$ cat src/rtl/fcn_pkg.sv
// Shared types and constants for the fully connected requantizing serializer.
// Build option FCN_LEAKY_RELU_EN selects leaky instead of clamping activation.
package fcn_pkg;

  localparam int DEF_DATA_WIDTH  = 16;
  localparam int DEF_ACC_WIDTH   = 32;
  localparam int DEF_SHIFT_WIDTH = 5;

  localparam int LEAKY_SHIFT = 3;

  localparam logic signed [DEF_DATA_WIDTH-1:0] SAT_MAX = {1'b0, {(DEF_DATA_WIDTH-1){1'b1}}};
  localparam logic signed [DEF_DATA_WIDTH-1:0] SAT_MIN = {1'b1, {(DEF_DATA_WIDTH-1){1'b0}}};

  typedef enum logic [0:0] {
    IDLE = 1'b0,
    BUSY = 1'b1
  } state_t;

endpackage

$ cat src/rtl/fcn_requant_unit.sv
// Combinational requantizer: rounding arithmetic right shift, saturation, activation.
// FCN_LEAKY_RELU_EN turns the negative-clamp activation into a floor shift by LEAKY_SHIFT.
module fcn_requant_unit
  import fcn_pkg::*;
#(
  parameter int ACC_WIDTH   = DEF_ACC_WIDTH,
  parameter int DATA_WIDTH  = DEF_DATA_WIDTH,
  parameter int SHIFT_WIDTH = DEF_SHIFT_WIDTH
) (
  input  logic signed [ACC_WIDTH-1:0]   x,
  input  logic        [SHIFT_WIDTH-1:0] shift,
  input  logic                          relu_en,
  output logic signed [DATA_WIDTH-1:0]  y
);

  // Limits widened to ACC_WIDTH+1 so the post-shift value compares without truncation.
  localparam logic signed [ACC_WIDTH:0] MAX_EXT =
    {{(ACC_WIDTH-DATA_WIDTH+2){1'b0}}, {(DATA_WIDTH-1){1'b1}}};
  localparam logic signed [ACC_WIDTH:0] MIN_EXT =
    {{(ACC_WIDTH-DATA_WIDTH+2){1'b1}}, {(DATA_WIDTH-1){1'b0}}};

  logic signed [ACC_WIDTH:0]    ext_s;
  logic signed [ACC_WIDTH:0]    rnd_s;
  logic signed [ACC_WIDTH:0]    sum_s;
  logic signed [ACC_WIDTH:0]    shifted_s;
  logic signed [DATA_WIDTH-1:0] sat_s;

  // Round, shift, saturate and activate one element.
  always_comb begin
    ext_s     = {x[ACC_WIDTH-1], x};
    rnd_s     = {(ACC_WIDTH+1){1'b0}};
    sum_s     = ext_s;
    shifted_s = ext_s;
    sat_s     = {DATA_WIDTH{1'b0}};
    y         = {DATA_WIDTH{1'b0}};

    if (shift != {SHIFT_WIDTH{1'b0}}) begin
      rnd_s     = (ACC_WIDTH+1)'(1) << (shift - SHIFT_WIDTH'(1));
      sum_s     = ext_s + rnd_s;
      shifted_s = sum_s >>> shift;
    end else begin
      shifted_s = ext_s;
    end

    if (shifted_s > MAX_EXT) begin
      sat_s = {1'b0, {(DATA_WIDTH-1){1'b1}}};
    end else if (shifted_s < MIN_EXT) begin
      sat_s = {1'b1, {(DATA_WIDTH-1){1'b0}}};
    end else begin
      sat_s = shifted_s[DATA_WIDTH-1:0];
    end

    if (relu_en && sat_s[DATA_WIDTH-1]) begin
`ifdef FCN_LEAKY_RELU_EN
      y = sat_s >>> LEAKY_SHIFT;
`else
      y = {DATA_WIDTH{1'b0}};
`endif
    end else begin
      y = sat_s;
    end
  end

endmodule

$ cat src/rtl/fcn_requant_serializer.sv
// Captures an M-element accumulator vector and streams requantized elements one per cycle.
// Activation flavour follows FCN_LEAKY_RELU_EN (see fcn_requant_unit).
module fcn_requant_serializer
  import fcn_pkg::*;
#(
  parameter int M           = 4,
  parameter int DATA_WIDTH  = DEF_DATA_WIDTH,
  parameter int ACC_WIDTH   = DEF_ACC_WIDTH,
  parameter int SHIFT_WIDTH = DEF_SHIFT_WIDTH
) (
  input  logic                          clk,
  input  logic                          rst,
  input  logic [M-1:0][ACC_WIDTH-1:0]   in_vec,
  input  logic [SHIFT_WIDTH-1:0]        in_shift,
  input  logic                          in_relu_en,
  input  logic                          in_valid,
  output logic                          in_ready,
  output logic signed [DATA_WIDTH-1:0]  out_data,
  output logic [$clog2(M)-1:0]          out_idx,
  output logic                          out_last,
  output logic                          out_valid,
  input  logic                          out_ready
);

  localparam int IDX_W = $clog2(M);
  localparam logic [IDX_W-1:0] LAST_IDX = IDX_W'(M-1);

  state_t                      state_r, state_nx;
  logic [IDX_W-1:0]            idx_r, idx_nx;
  logic [M-1:0][ACC_WIDTH-1:0] vec_r;
  logic [SHIFT_WIDTH-1:0]      shift_r;
  logic                        relu_r;
  logic                        load_s;
  logic                        last_s;
  logic                        out_hs_s;
  logic                        ready_s;

  // Next-state, index and load control; a last-element handshake may reload back-to-back.
  always_comb begin
    state_nx = state_r;
    idx_nx   = idx_r;
    load_s   = 1'b0;
    last_s   = (idx_r == LAST_IDX);
    out_hs_s = (state_r == BUSY) && out_ready;
    ready_s  = (state_r == IDLE) || (out_hs_s && last_s);

    case (state_r)
      IDLE: begin
        if (in_valid) begin
          state_nx = BUSY;
          idx_nx   = {IDX_W{1'b0}};
          load_s   = 1'b1;
        end else begin
          state_nx = IDLE;
        end
      end
      BUSY: begin
        if (out_hs_s) begin
          if (last_s) begin
            idx_nx = {IDX_W{1'b0}};
            if (in_valid) begin
              load_s = 1'b1;
            end else begin
              state_nx = IDLE;
            end
          end else begin
            idx_nx = idx_r + IDX_W'(1);
          end
        end else begin
          state_nx = BUSY;
        end
      end
      default: begin
        state_nx = IDLE;
        idx_nx   = {IDX_W{1'b0}};
      end
    endcase
  end

  // State, index and captured vector registers.
  always_ff @(posedge clk or posedge rst) begin
    if (rst) begin
      state_r <= IDLE;
      idx_r   <= {IDX_W{1'b0}};
      vec_r   <= {(M*ACC_WIDTH){1'b0}};
      shift_r <= {SHIFT_WIDTH{1'b0}};
      relu_r  <= 1'b0;
    end else begin
      state_r <= state_nx;
      idx_r   <= idx_nx;
      if (load_s) begin
        vec_r   <= in_vec;
        shift_r <= in_shift;
        relu_r  <= in_relu_en;
      end
    end
  end

  fcn_requant_unit #(
    .ACC_WIDTH  (ACC_WIDTH),
    .DATA_WIDTH (DATA_WIDTH),
    .SHIFT_WIDTH(SHIFT_WIDTH)
  ) u_requant (
    .x      ($signed(vec_r[idx_r])),
    .shift  (shift_r),
    .relu_en(relu_r),
    .y      (out_data)
  );

  assign in_ready  = ready_s;
  assign out_valid = (state_r == BUSY);
  assign out_idx   = idx_r;
  assign out_last  = last_s;

endmodule

$ cat config.mk
export PLATFORM = sky130hd
export DESIGN_NAME = fcn_requant_serializer
export DESIGN_NICKNAME = d
export VERILOG_FILES = /design/src/rtl/fcn_pkg.sv /design/src/rtl/fcn_requant_unit.sv /design/src/rtl/fcn_requant_serializer.sv
export SDC_FILE = /design/constraint.sdc
export NUM_CORES = 1
export LEC_CHECK = 0
export ABC_AREA = 1
export BUFFER_PORTS_ARGS = -buffer_cell sky130_fd_sc_hd__buf_2
export CORE_MARGIN = 4
export CORE_UTILIZATION = 45
export CTS_BUF_LIST = sky130_fd_sc_hd__clkbuf_16
export CTS_CLUSTER_SIZE = 25
export DETAILED_ROUTE_END_ITERATION = 8
export GPL_TIMING_DRIVEN = 0
export PLACE_DENSITY_LB_ADDON = 0.15
export SYNTH_ARGS = -nofsm -noshare
export SYNTH_HDL_FRONTEND = slang
export SYNTH_HIERARCHICAL = 1
export SYNTH_SLANG_ARGS = --single-unit
$ cat constraint.sdc
create_clock -name clk -period 13 [get_ports clk]
set_input_delay 2.6 -clock clk [delete_from_list [all_inputs] [get_ports clk]]
set_output_delay 2.6 -clock clk [all_outputs]
set_load 0.03 [all_outputs]
==> impl_metrics.ini, run 1 <==
[clock_tree]
cts.clk_slew.worst_paths_ps = 60
cts_tree = done
clockBufferDepth = 2
htree_levels = 4
cts_buffers = 17
numClockSinks = 137
cts_root_buffer = clkbuf_16
postCtsSetupBuffers = 0
cts_resized = 0
clock_latency_ps = 430
cts-hold-fix-buffers = 0

[grt]
grt_max_degree = 77
gr-usage-all-layers_pct = 33.7
grt_pass1_vias = 14800
overflow = 0
grt_antenna_before_repair = 0
grt_pass1_wl_mm = 80.9

[floorplan]
boundaryPins = 159
die_x_microns = 177
initial_utilization_pct = 46.0
fp.coreArea_sq_um = 28000
rows = 61
die_area_sq_um = 31400
die_h_microns = 177

[synthesis]
synthFlopType = dfrtp_1
syn_nets = 2406
synth_seq_cells = 137
synthesis.area_sq_um = 12900
yosysWarnings = 6
ys_async_sr_fraction_pct = 100
yosysSeqAreaShare_pct = 26.6
synth-edff-count = 0
synth.distinct_cells = 36
netlist_instances = 2233
postSynthAreaPerCell_sq_um = 5.77

[cells_and_area]
design_area_sq_um = 14800
nets = 2584
antenna_cells = 0
areaGrowthSynthToFinish_pct = 14.7
drive_gt1_share_pct = 14.7

[route]
drc = 0
vias_per_cell = 5.39
wirelength_mm = 52.9
ant_nets = 0
drt_iter0_drc = 1479
vias = 15100
avgRoutedWirePerCell_microns = 18.9
first_pass_iters = 6

[sta]
setup_viol_count_final = 0
rsz0062_at_grt = false
skew_ps = 7.98
max_freq_ghz = 0.105
fin_crit_sh_pct = 72.9
worst_slew_margin_rel_pct = 54.2
finalSetupTns_ps = 0
finalHoldViolCount = 0
worst_pin_slew_ps = 687
fin_crit_ps = 9480
slew_violations = 0

[run]
maxCapViolations = 0

[worst_setup_path]
slowest_stage = clkbuf_1
critPathCaptureType = primary output
cp.required_ps = 10400
worstPathMaxFanout = 10
cp_slowest_stage_delay_ps = 570
crit_path_start_kind = register
crit_type = register to primary output
critPathArrivalTime_ps = 6880

[min_path]
hp-class = register to register

[placed_design]
gp_congestion = 1.01
portBuffers = 158
placed_area_sq_um = 14200
dpl.hpwl_mm = 43.9

[run_status]
status = completed
critical path: cells and delay by family (launching register included):
kind            cells  cell delay (ps)
compound gates      1              120
fa+ha+maj           2              600
buf+inv             9             1930
flops               1              380
simple gates       24             3400
cells in the mapped netlist (all sizes together), types with 6 or more instances:
| cell | number | area, sq um |
|---|---|---|
| nand2 | 850 | 3230 |
| nand3 | 523 | 2710 |
| inv | 308 | 1160 |
| dfrtp | 137 | 3430 |
| nor2 | 130 | 518 |
| buf | 72 | 374 |
| a21oi | 50 | 295 |
| or2 | 42 | 263 |
| clkbuf | 36 | 139 |
| ha | 34 | 425 |
| nand4 | 15 | 93.8 |
| o21ai | 10 | 53.8 |
| nor3 | 6 | 50.1 |
path summary, 6_finish.rpt:
path	startpoint	endpoint	slack (ps)	cells past startpoint
worst max-delay path	shift_r[3]	out_data[10]	3520	36
worst min-delay path	vec_r[15]	vec_r[15]	470	2
worst max register to register	out_idx[0]	vec_r[92]	11110	8
worst min register to register	vec_r[15]	vec_r[15]	470	2
max in group asynchronous	rst	shift_r[1]	9960	3
min in group asynchronous	rst	vec_r[50]	2230	2
cells in the final DEF, fill, tap and decap left out, types with 9 or more instances in the layout:
master / Yosys / routed
o21ai_0: 9 / 9
a21oi_1: 38 / 38
nand3_2: 19 / 19
nand2_2: 14 / 14
nand2_1: 835 / 835
buf_2: 44 / 202
dfrtp_1: 137 / 137
clkbuf_1: 35 / 35
nor2_1: 118 / 118
nor2_2: 12 / 12
nand3_1: 504 / 504
or2_2: 42 / 42
inv_1: 302 / 301
ha_1: 34 / 34
nand4_1: 15 / 15
buf_4: 9 / 9
buf_1: 17 / 17
clkbuf_16: 0 / 17
a21oi_2: 12 / 12
cells by family (layout without fill, tap and decap cells):
| kind of cell | after synthesis | in the layout | synth area share [%] |
|---|---|---|---|
| muxes | 1 | 1 | 0.0776 |
| adders and majority gates | 35 | 35 | 3.45 |
| buffers and inverters | 418 | 608 | 13.0 |
| DFF | 137 | 137 | 26.6 |
| AOI/OAI and AO/OA | 67 | 67 | 3.07 |
| xor gates and xnor gates | 3 | 3 | 0.204 |
| and+or+nand+nor | 1572 | 1572 | 53.6 |
routing by layer:
| layer | vias to the layer above | wire length [microns] | GRT usage, % |
|---|---|---|---|
| met5 | - | 0 | 0 |
| met4 | 0 | 4160 | 22.5 |
| met3 | 182 | 3780 | 5.60 |
| met2 | 689 | 24100 | 54.7 |
| met1 | 6874 | 20900 | 41.2 |
| li1 | 7366 | - | - |
flip-flops by register name, indices dropped and copies added (netlist names):
signal / count
shift_r: 5
relu_r: 1
out_idx: 2
vec_r: 128
out_valid: 1
per-stage QoR:
step,hold WS [ps],instances,worst slack [ps],util [%]
after floorplan,434,2233,5920,-
after global placement,445,2769,4100,50.5
after detailed placement,450,2770,4170,50.7
after CTS,465,2801,3680,52.8
after global routing,474,2801,3080,52.8
final,466,2801,3520,52.8
layout make-up:
type                       instances  area (sq um)
buffer                           108           513
clock buffer                      17           425
clock inverter                    14           174
fill                            3054         13200
inverter                         310          1170
multi-input combinational       1678          7780
sequential                       137          3430
tap                              378           473
timing repair buffer             159           818
Power of run 1 is not shown: default switching activity piles up to over one toggle a cycle in this logic, so the estimate is an artifact.
==> inputs of run 2 (changes only) <==
--- a/config.mk
+++ b/config.mk
@@ -5,7 +5,7 @@
 export SDC_FILE = /design/constraint.sdc
 export NUM_CORES = 1
 export LEC_CHECK = 0
-export ABC_AREA = 1
+export ABC_AREA = 0
 export BUFFER_PORTS_ARGS = -buffer_cell sky130_fd_sc_hd__buf_2
 export CORE_MARGIN = 4
 export CORE_UTILIZATION = 45
==> constraint.sdc (replaced) <==
create_clock -name clk -period 9.3 [get_ports clk]
set_input_delay 1.86 -clock clk [delete_from_list [all_inputs] [get_ports clk]]
set_output_delay 1.86 -clock clk [all_outputs]
set_load 0.03 [all_outputs]
==> impl_metrics.ini, run 2 <==
[run_status]
status = completed

[cells_and_area]
multi_input_area_sq_um = 7910
drive_gt1_share_pct = 24.6
fillers = 2676
design_area_sq_um = 14500
nets = 1842
fin_cells = 2054
regMostFlops = vec_r
antenna_cells = 0
final-seq-area_sq_um = 3430
areaGrowthSynthToFinish_pct = 15.6
final_common_cell = nand2_1
layout.cells.most_common_list = nand2_1 (234), buf_2 (199), inv_1 (152)
largest_reg_flops = 128

[min_path]
hp-class = register to register
min_path_cells = 2

[power]
comb_power_share_pct = 74.3
p_sw_mw = 3.69
p_per_area_nw_per_um2 = 474
intPower_mw = 3.18
p_leak_nw = 6.41
ir_drop_v = 0.000239
seqPwrFrac_pct = 15.7
power.share.clock_pct = 9.9
sw_frac_of_total_pct = 53.7

[floorplan]
initial_utilization_pct = 46.1
boundaryPins = 159
die_h_microns = 175
rows = 60
die_x_microns = 175
die_area_sq_um = 30600
fp.coreArea_sq_um = 27200

[clock_tree]
cts_tree = done
cts_root_buffer = clkbuf_16
cts.clk_slew.worst_paths_ps = 60
htree_levels = 4
numClockSinks = 137
clockBufferDepth = 2
clock_latency_ps = 420
cts_buffers = 17
cts-hold-fix-buffers = 0

[synthesis]
yosysWarnings = 6
synth_seq_cells = 137
synth.distinct_cells = 84
yosysSeqAreaShare_pct = 27.3
synth.most_common_cell = nand2_1
ys_top_cells_by_area = dfrtp_1 (27%), o32ai_2 (7.8%), mux4_2 (7.5%)
ys_top_cells_by_count = nand2_1 (234), inv_1 (152), dfrtp_1 (137), nor2_1 (118), o32ai_1 (76)
syn_nets = 1664
yosysTopAreaCellShare_pct = 27.3
postSynthAreaPerCell_sq_um = 8.41
synthFlopType = dfrtp_1
synthesis.area_sq_um = 12500
netlist_instances = 1491
ys_async_sr_fraction_pct = 100
yosys.area.top_type = dfrtp_1
synth-edff-count = 0

[worst_setup_path]
crit_chain = clkbuf_1 -> clkbuf_2 -> nand2_1 -> nor2_1 -> ha_1 -> inv_1 -> fa_1 -> nand2b_1 -> a21oi_1 -> o21ai_1 -> a211oi_1 -> mux2i_1 -> nor2_1 -> mux2_2 -> o2bb2ai_1 -> o21bai_1 -> o221a_2 -> nand4_1 -> o41ai_4 -> buf_4 -> o31ai_1 -> buf_2
crit_path_start_kind = register
cp.required_ps = 7440
critPathCaptureType = primary output
worstPathMaxFanout = 10
critPathArrivalTime_ps = 7240
r2r_cells = 6
crit_type = register to primary output
slowest_stage = a211oi_1
cp_slowest_stage_delay_ps = 640
cpMostUsedCell = nor2_1

[route]
avgRoutedWirePerCell_microns = 23.1
drc = 0
vias_per_cell = 6.24
vias = 12800
drt_iter0_drc = 1458
first_pass_iters = 8
wirelength_mm = 47.4
ant_nets = 0

[sta]
setup_viol_count_final = 0
fin_crit_ps = 9100
skew_ps = 10.8
fin_crit_sh_pct = 97.9
finalHoldViolCount = 0
worst_pin_slew_ps = 1170
slew_violations = 0
finalSetupTns_ps = 0
whs_ps = 542
max_freq_ghz = 0.110
rsz0062_at_grt = false
worst_slew_margin_rel_pct = 21.3

[grt]
gr-usage-all-layers_pct = 30.2
grt_antenna_before_repair = 0
grt_pass1_vias = 12700
overflow = 0
grt_max_degree = 87
grt_pass1_wl_mm = 71.9

[placed_design]
portBuffers = 158
dpl.hpwl_mm = 37.7
dp_cells = 2022
placed_area_sq_um = 13800
gp_congestion = 1.01

[run]
maxCapViolations = 0
run 2: cell types whose count changed after synthesis, moves of 32 or more:
cell     delta
mux4_2     +42
o32ai_1    +76
inv_1     -150
a21oi_1    +36
o21ai_0    +64
mux2i_1    +32
nand3_1   -486
or2_2      -37
nand2_1   -601
o32ai_2    +60
nor3_1     +40
run 2: power groups by stage:
stage / clock network, mW / registers, mW / logic (mW)
3_5_place_dp: 0 / 1.08 / 4.88
4_1_cts: 0.688 / 1.07 / 4.93
3_3_place_gp: 0 / 1.06 / 4.89
2_1_floorplan: 0 / 1.01 / 3.54
6_report: 0.683 / 1.08 / 5.11
5_1_grt: 0.719 / 1.11 / 5.44
run 2: worst paths after layout:
kind	to	from	slack, ps
min in group asynchronous	vec_r[120]	rst	1480
setup / recovery	out_data[14]	shift_r[0]	200
hold reg to reg	vec_r[126]	vec_r[126]	540
hold / removal	vec_r[126]	vec_r[126]	540
max in group asynchronous	vec_r[3]	rst	7000
setup reg to reg	vec_r[94]	out_idx[0]	7620
run 2: metal layers:
metal | track usage, % | wire length (microns)
met5 | 0 | 0
met3 | 4.15 | 3400
met4 | 12.6 | 2210
met2 | 50.5 | 22500
met1 | 39.4 | 19300
run 2: area by class of cell:
class                      instances  share of cell area (%)
multi-input combinational       1073                    54.5
sequential                       137                    23.7
timing repair buffer             160                    5.70
buffer                           127                    4.83
inverter                         153                    4.00
tap                              372                    3.21
clock buffer                      17                    2.94
clock inverter                    15                    1.14
run 2: kinds of logic (layout without fill, tap and decap cells):
logic type	Yosys count	in the layout	share of synthesized area, %
flops	137	137	27.3
fa+ha+maj	35	35	3.55
xor+xnor	24	24	1.68
compound gates	443	443	29.2
mux	87	87	11.3
buf+inv	281	472	10.0
simple gates	484	484	16.9
run 2: what timing repair did:
action	4_1_cts	5_1_grt
resized for setup	9	19
setup endpoints to repair	15	15
gates cloned	0	0
setup buffers	0	1
pin swaps	0	1
endpoints found under the hold margin	0	0
run 2: metrics by stage:
step                worst slack (ps)  utilization, %  total power, mW
floorplan                       1510               -             4.55
global placement                -623            50.8             5.96
detailed placement              -394            50.9             5.96
CTS                             6.04            53.2             6.69
global route                    13.2            53.3             7.26
finish                           197            53.3             6.87
run 2: worst max-delay path, delay by kind of cell, from the launching register on:
family,cells,cell delay (ps)
mux,2,780
simple gates,5,1080
buf+inv,5,1300
fa+ha+maj,2,650
flops,1,450
compound gates,8,2580
Note: power is estimated with default switching activity, not from simulation.
